$ cat config.mk
export PLATFORM = sky130hd
export DESIGN_NAME = pwr_rst_seq_flat
export DESIGN_NICKNAME = d
export VERILOG_FILES = /design/src/rtl/pwr_rst_seq_if.sv /design/src/rtl/pwr_rst_seq.sv /design/src/flat_wrapper.sv
export SDC_FILE = /design/constraint.sdc
export NUM_CORES = 1
export LEC_CHECK = 0
export CORE_ASPECT_RATIO = 0.9
export CORE_MARGIN = 1
export CORE_UTILIZATION = 55
export CTS_CLUSTER_DIAMETER = 100
export DETAILED_ROUTE_END_ITERATION = 8
export GPL_ROUTABILITY_DRIVEN = 0
export HOLD_SLACK_MARGIN = 0.12
export MAX_ROUTING_LAYER = met4
export PLACE_DENSITY = 0.8
export SLEW_MARGIN = 20
export SYNTH_ARGS = -nofsm -noshare
export SYNTH_HDL_FRONTEND = slang
export SYNTH_SLANG_ARGS = --single-unit
export TNS_END_PERCENT = 5
$ cat constraint.sdc
create_clock -name clk -period 3.3 [get_ports clk]
set_input_delay 0.33 -clock clk [delete_from_list [all_inputs] [get_ports clk]]
set_output_delay 0.33 -clock clk [all_outputs]
set_load 0.1 [all_outputs]
$ cat src/rtl/pwr_rst_seq_if.sv
// pwr_rst_seq_if
//   Sideband bundle between the padring power/reset sequencer and its
//   neighbours (pad ring POC, core CSR, core reset, pad driver enables).
//   slave  : sequencer side (consumes POC/sw request, drives enables/reset).
//   master : environment side (drives POC/sw request, observes outputs).
//   Signals:
//     poc_ok_i     - IO power-on-control good (async to clk)
//     sw_rst_req_i - software reset request level (sync)
//     io_en_o      - IO pad output driver enable
//     core_rst_n_o - active-low core reset
//     rst_cause_o  - last reset cause (01 POR, 10 brown-out, 11 software)
//     seq_busy_o   - sequencer not in RUN
interface pwr_rst_seq_if;
  logic       poc_ok_i;
  logic       sw_rst_req_i;
  logic       io_en_o;
  logic       core_rst_n_o;
  logic [1:0] rst_cause_o;
  logic       seq_busy_o;

  modport slave (
    input  poc_ok_i, sw_rst_req_i,
    output io_en_o, core_rst_n_o, rst_cause_o, seq_busy_o
  );

  modport master (
    output poc_ok_i, sw_rst_req_i,
    input  io_en_o, core_rst_n_o, rst_cause_o, seq_busy_o
  );
endinterface

$ cat src/rtl/pwr_rst_seq.sv
// pwr_rst_seq
//   Core-side power/reset sequencer. Synchronizes and debounces the pad ring
//   POC status, enables IO pad drivers once POC has been stable, then
//   releases the core reset after a fixed delay. Handles brown-out (POC loss)
//   and software reset pulses and records the last reset cause.
//   Ports:
//     clk   - system clock
//     rst_n - synchronous active-low reset
//     bus   - pwr_rst_seq_if.slave (POC, sw request in; enables/reset/cause/busy out)
//   All outputs are registered and change on the same edge as the state.
module pwr_rst_seq #(
  parameter int STABLE_CYCLES = 16,
  parameter int CORE_DELAY    = 8,
  parameter int CNT_W         = 8
) (
  input  logic          clk,
  input  logic          rst_n,
  pwr_rst_seq_if.slave  bus
);

  generate
    if (STABLE_CYCLES < 1 || CORE_DELAY < 1 ||
        longint'(STABLE_CYCLES) > (longint'(1) << CNT_W) ||
        longint'(CORE_DELAY)    > (longint'(1) << CNT_W)) begin : g_bad_param
      $error("pwr_rst_seq: STABLE_CYCLES/CORE_DELAY must be in 1..2**CNT_W");
    end
  endgenerate

  localparam logic [CNT_W-1:0] STABLE_MAX = CNT_W'(STABLE_CYCLES - 1);
  localparam logic [CNT_W-1:0] DELAY_MAX  = CNT_W'(CORE_DELAY - 1);

  localparam logic [1:0] CAUSE_POR = 2'b01;
  localparam logic [1:0] CAUSE_BOR = 2'b10;
  localparam logic [1:0] CAUSE_SW  = 2'b11;

  typedef enum logic [2:0] {
    S_HOLD, S_STABLE, S_IO_ON, S_RUN, S_SWRST
  } state_e;

  state_e           state_q, state_d;
  logic [CNT_W-1:0] cnt_q, cnt_d;
  logic [1:0]       sync_q, sync_d;
  logic             io_en_q, io_en_d;
  logic             core_rst_n_q, core_rst_n_d;
  logic [1:0]       cause_q, cause_d;
  logic             busy_q, busy_d;
  logic             poc_s;

  // 2-FF synchronizer as a small shift register; sync_q[1] is the safe copy.
  assign sync_d = {sync_q[0], bus.poc_ok_i};
  assign poc_s  = sync_q[1];

  always_comb begin
    state_d      = state_q;
    cnt_d        = cnt_q;
    io_en_d      = io_en_q;
    core_rst_n_d = core_rst_n_q;
    cause_d      = cause_q;

    case (state_q)
      S_HOLD: begin
        if (poc_s) begin
          state_d = S_STABLE;
          cnt_d   = '0;
        end
      end
      S_STABLE: begin
        // A POC dip here is just bounce: restart debounce, keep cause.
        if (!poc_s) begin
          state_d = S_HOLD;
          cnt_d   = '0;
        end else if (cnt_q == STABLE_MAX) begin
          state_d = S_IO_ON;
          cnt_d   = '0;
          io_en_d = 1'b1;
        end else begin
          cnt_d = cnt_q + CNT_W'(1);
        end
      end
      S_IO_ON, S_SWRST: begin
        // Both wait CORE_DELAY cycles with the core held, then release it.
        if (!poc_s) begin
          state_d      = S_HOLD;
          cnt_d        = '0;
          io_en_d      = 1'b0;
          core_rst_n_d = 1'b0;
          cause_d      = CAUSE_BOR;
        end else if (cnt_q == DELAY_MAX) begin
          state_d      = S_RUN;
          cnt_d        = '0;
          core_rst_n_d = 1'b1;
        end else begin
          cnt_d = cnt_q + CNT_W'(1);
        end
      end
      S_RUN: begin
        // POC loss wins over a concurrent software request.
        if (!poc_s) begin
          state_d      = S_HOLD;
          cnt_d        = '0;
          io_en_d      = 1'b0;
          core_rst_n_d = 1'b0;
          cause_d      = CAUSE_BOR;
        end else if (bus.sw_rst_req_i) begin
          state_d      = S_SWRST;
          cnt_d        = '0;
          core_rst_n_d = 1'b0;
          cause_d      = CAUSE_SW;
        end
      end
      default: begin
        state_d      = S_HOLD;
        cnt_d        = '0;
        io_en_d      = 1'b0;
        core_rst_n_d = 1'b0;
      end
    endcase

    busy_d = (state_d != S_RUN);
  end

  always_ff @(posedge clk) begin
    if (!rst_n) begin
      state_q      <= S_HOLD;
      cnt_q        <= '0;
      sync_q       <= '0;
      io_en_q      <= 1'b0;
      core_rst_n_q <= 1'b0;
      cause_q      <= CAUSE_POR;
      busy_q       <= 1'b1;
    end else begin
      state_q      <= state_d;
      cnt_q        <= cnt_d;
      sync_q       <= sync_d;
      io_en_q      <= io_en_d;
      core_rst_n_q <= core_rst_n_d;
      cause_q      <= cause_d;
      busy_q       <= busy_d;
    end
  end

  assign bus.io_en_o      = io_en_q;
  assign bus.core_rst_n_o = core_rst_n_q;
  assign bus.rst_cause_o  = cause_q;
  assign bus.seq_busy_o   = busy_q;

endmodule
$ cat src/flat_wrapper.sv
// flat-port wrapper written by rule: the top's interface ports become plain ports
module pwr_rst_seq_flat 
#(
  parameter int STABLE_CYCLES = 16,
  parameter int CORE_DELAY    = 8,
  parameter int CNT_W         = 8
)
  (clk, rst_n, bus_poc_ok_i, bus_sw_rst_req_i, bus_io_en_o, bus_core_rst_n_o, bus_rst_cause_o, bus_seq_busy_o);
  pwr_rst_seq_if bus_i ();
  input  logic clk;
  input  logic rst_n;
  input wire logic [$bits(bus_i.poc_ok_i)-1:0] bus_poc_ok_i;
  input wire logic [$bits(bus_i.sw_rst_req_i)-1:0] bus_sw_rst_req_i;
  output wire logic [$bits(bus_i.io_en_o)-1:0] bus_io_en_o;
  output wire logic [$bits(bus_i.core_rst_n_o)-1:0] bus_core_rst_n_o;
  output wire logic [$bits(bus_i.rst_cause_o)-1:0] bus_rst_cause_o;
  output wire logic [$bits(bus_i.seq_busy_o)-1:0] bus_seq_busy_o;
  assign bus_i.poc_ok_i = bus_poc_ok_i;
  assign bus_i.sw_rst_req_i = bus_sw_rst_req_i;
  assign bus_io_en_o = bus_i.io_en_o;
  assign bus_core_rst_n_o = bus_i.core_rst_n_o;
  assign bus_rst_cause_o = bus_i.rst_cause_o;
  assign bus_seq_busy_o = bus_i.seq_busy_o;
  pwr_rst_seq #(.STABLE_CYCLES(STABLE_CYCLES), .CORE_DELAY(CORE_DELAY), .CNT_W(CNT_W)) u_core (.clk(clk), .rst_n(rst_n), .bus(bus_i));
endmodule
==> impl_metrics.tcl <==
set metrics [dict create \
    status "finished clean" \
    grtUsageTotal_pct 24.7 \
    io_buffers 8 \
    dr.pass1.iters 4 \
    timing.final.crit_share_pct 64.6 \
    syn-cell-area_um2 962 \
    hold_path_end "u_core.sync_q[1]" \
    cts_buffers 3 \
    overflow 0 \
    synth_largest_area_cell "dfxtp_1" \
    ff2ff_path_depth 5 \
    power_mw 0.378 \
    drive_above_1_share_pct 8.13 \
    slowest_delay_ns 1.14 \
    routed_wl_um 2030 \
    rows 13 \
    maxCapViolCount 0 \
    coreArea_um2 1550 \
    crit_slowest_cell "clkdlybuf4s50_1" \
    syn-num-nets 121 \
    cts_hold_buf 0 \
    synth_ff_type "dfxtp_1" \
    crit_path_start_kind "flip-flop" \
    min_delay_path_depth 1 \
    critPathBufInv 1 \
    drt-wirelength-per-cell_um 14.0 \
    finalHoldViolCount 0 \
    ys_ff_latch 18 \
    mostFrequentLayoutCell "dfxtp_1" \
    reg2reg_slack_ns 1.54 \
    htree_levels 1 \
    synth_edf_count 0 \
    ir_drop_uv 208 \
    dp_slack_ns 1.35 \
    multi_input_area_um2 558 \
    drc 0 \
    clk_latency_ns 0.30 \
    synth_cell_types 40 \
    synth_top_area_share_pct 37.5 \
    clk_path_buf_depth 2 \
    die_w_um 46.1 \
    postSynthCellCount 116 \
    grt_start_max_net_pins 16 \
    vias 877 \
    slew_headroom_pct 34.8 \
    dieArea_um2 1920 \
    p_leak_nw 0.367 \
    post_cts.repair.setup_buffers 0 \
    ys_warn_count 0 \
    clock_sinks 18 \
    fin_ws_ns 1.17 \
    synth_seq_area_share_pct 37.5 \
    hpwl_um 1410 \
    rsz0062_at_grt "no" \
    initial_utilization_pct 62.3 \
    cts-root-buf "clkbuf_4" \
    tightest_slew_ns 0.975 \
    cp_data_arrival_time_ns 1.80 \
    drtAntennaViolNets 0 \
    p_per_area_nw_per_um2 351 \
    clock_skew_ns 0.00891 \
    synthTopCellsByArea "dfxtp_1 37%, a21oi_1 5.2%, nand2_1 4.3%" \
    n_fill_cell 132 \
    ios 9 \
    clk_pin_slew_ns 0.11 \
    async_flop_share_pct 0 \
    end_kind "output port" \
    r2r_end "u_core.cnt_q[3]" \
    vias_per_cell 6.05 \
    drt_iter0_drc 53 \
    period_needed_ns 2.13 \
    timing.rr.start "u_core.sync_q[1]" \
    antenna_found_initial 0 \
    die_height_um 41.7 \
    tns_ns 0 \
    crit_type "flip-flop to output port" \
    max_freq_mhz 469 \
    cp_max_fo 3 \
    grt_pass1_vias 723 \
    layout_common_cells "18 x dfxtp_1, 11 x nand2_1, 10 x a21oi_1, 9 x nor2_1, 8 x clkdlybuf4s50_1" \
    hold_path_startpoint "u_core.sync_q[0]" \
    antennaDiodeCount 0 \
    ctsResizeCount 0 \
    cts_tree "yes" \
    areaGrowthSynthToFinish_pct 12.0 \
    min_path_type "flip-flop to flip-flop" \
    critical_path.top_delay_family "buffers and inverters" \
    path_cells "clkdlybuf4s50_1" \
    cp_data_required_time_ns 2.97 \
    drv_slew 0 \
    fin_nets 129 \
    syn-mean-instance-area_um2 8.29 \
    seqCellArea_um2 360 \
    grt_pass1_wl_um 3300 \
    setup_viol 0 \
]
[sequential cells by signal, summed over array words and instances (netlist names)]
register and cells:
u_core.bus.core_rst_n_o 1, u_core.bus.io_en_o 1, u_core.bus.rst_cause_o 2, u_core.bus.seq_busy_o 1, u_core.cnt_q 8, u_core.state_q 3, u_core.sync_q 2
[cells by family (layout without fill, tap and decap cells)]
family / after synthesis / count (layout) / share of synthesized area [%]
compound gates: 33 / 33 / 23.0
xor+xnor: 1 / 1 / 0.910
fa+ha+maj: 1 / 1 / 1.30
buf+inv: 9 / 16 / 4.55
flops: 18 / 18 / 37.5
mux: 4 / 4 / 4.16
simple gates: 50 / 50 / 28.6
[per-layer routing]
| metal | track usage, % | vias up | part of all wire, % |
|---|---|---|---|
| li1 | - | 436 | - |
| met1 | 35.9 | 402 | 49 |
| met2 | 32.4 | 33 | 43 |
| met3 | 7.83 | 6 | 6.4 |
| met4 | 7.06 | 0 | 1.5 |
| met5 | - | - | 0 |
[synth_stat cells (all sizes together), types with 2 or more instances]
| library cell | instances |
|---|---|
| inv | 4 |
| dfxtp | 18 |
| a31oi | 2 |
| nor3 | 3 |
| buf | 3 |
| o21ai | 10 |
| clkbuf | 2 |
| nor2b | 3 |
| nand4b | 2 |
| nand4 | 2 |
| mux2i | 4 |
| a21oi | 11 |
| and2 | 5 |
| o21a | 2 |
| nor2 | 9 |
| nand3 | 5 |
| nand2b | 2 |
| nand2 | 11 |
[layout make-up]
class                           instances  area share (%)
Timing Repair Buffer                    8            7.43
Multi-Input combinational cell         89            51.8
Sequential cell                        18            33.4
Tap cell                               22            2.56
Clock buffer                            4            3.37
Inverter                                4            1.39
[through the flow]
step                util [%]  hold slack [ns]  area [um^2]  instances
global placement        67.4            0.426         1040        141
finish                  69.7            0.449         1080        145
CTS                     69.7            0.456         1080        145
global route            69.7            0.473         1080        145
detailed placement      67.4            0.430         1040        141
floorplan                  -            0.412          962        116
[power by group]
group / internal (mW) / total (mW) / switching (mW)
logic: 0.00724 / 0.0169 / 0.00969
registers: 0.219 / 0.222 / 0.00303
clock network: 0.0674 / 0.139 / 0.0719
total: 0.293 / 0.378 / 0.0846
[worst max path at each step]
stage	slack, ns	end	from	depth (start not counted)
global route	1.12	bus_io_en_o	u_core.bus.io_en_o	1
CTS	1.16	bus_io_en_o	u_core.bus.io_en_o	1
finish	1.17	bus_io_en_o	u_core.bus.io_en_o	1
detailed placement	1.35	u_core.cnt_q[5]	bus_sw_rst_req_i	6
floorplan	1.71	u_core.bus.io_en_o	u_core.cnt_q[7]	5
global placement	1.41	u_core.cnt_q[5]	bus_sw_rst_req_i	6
(Power assumes the default switching activity.)
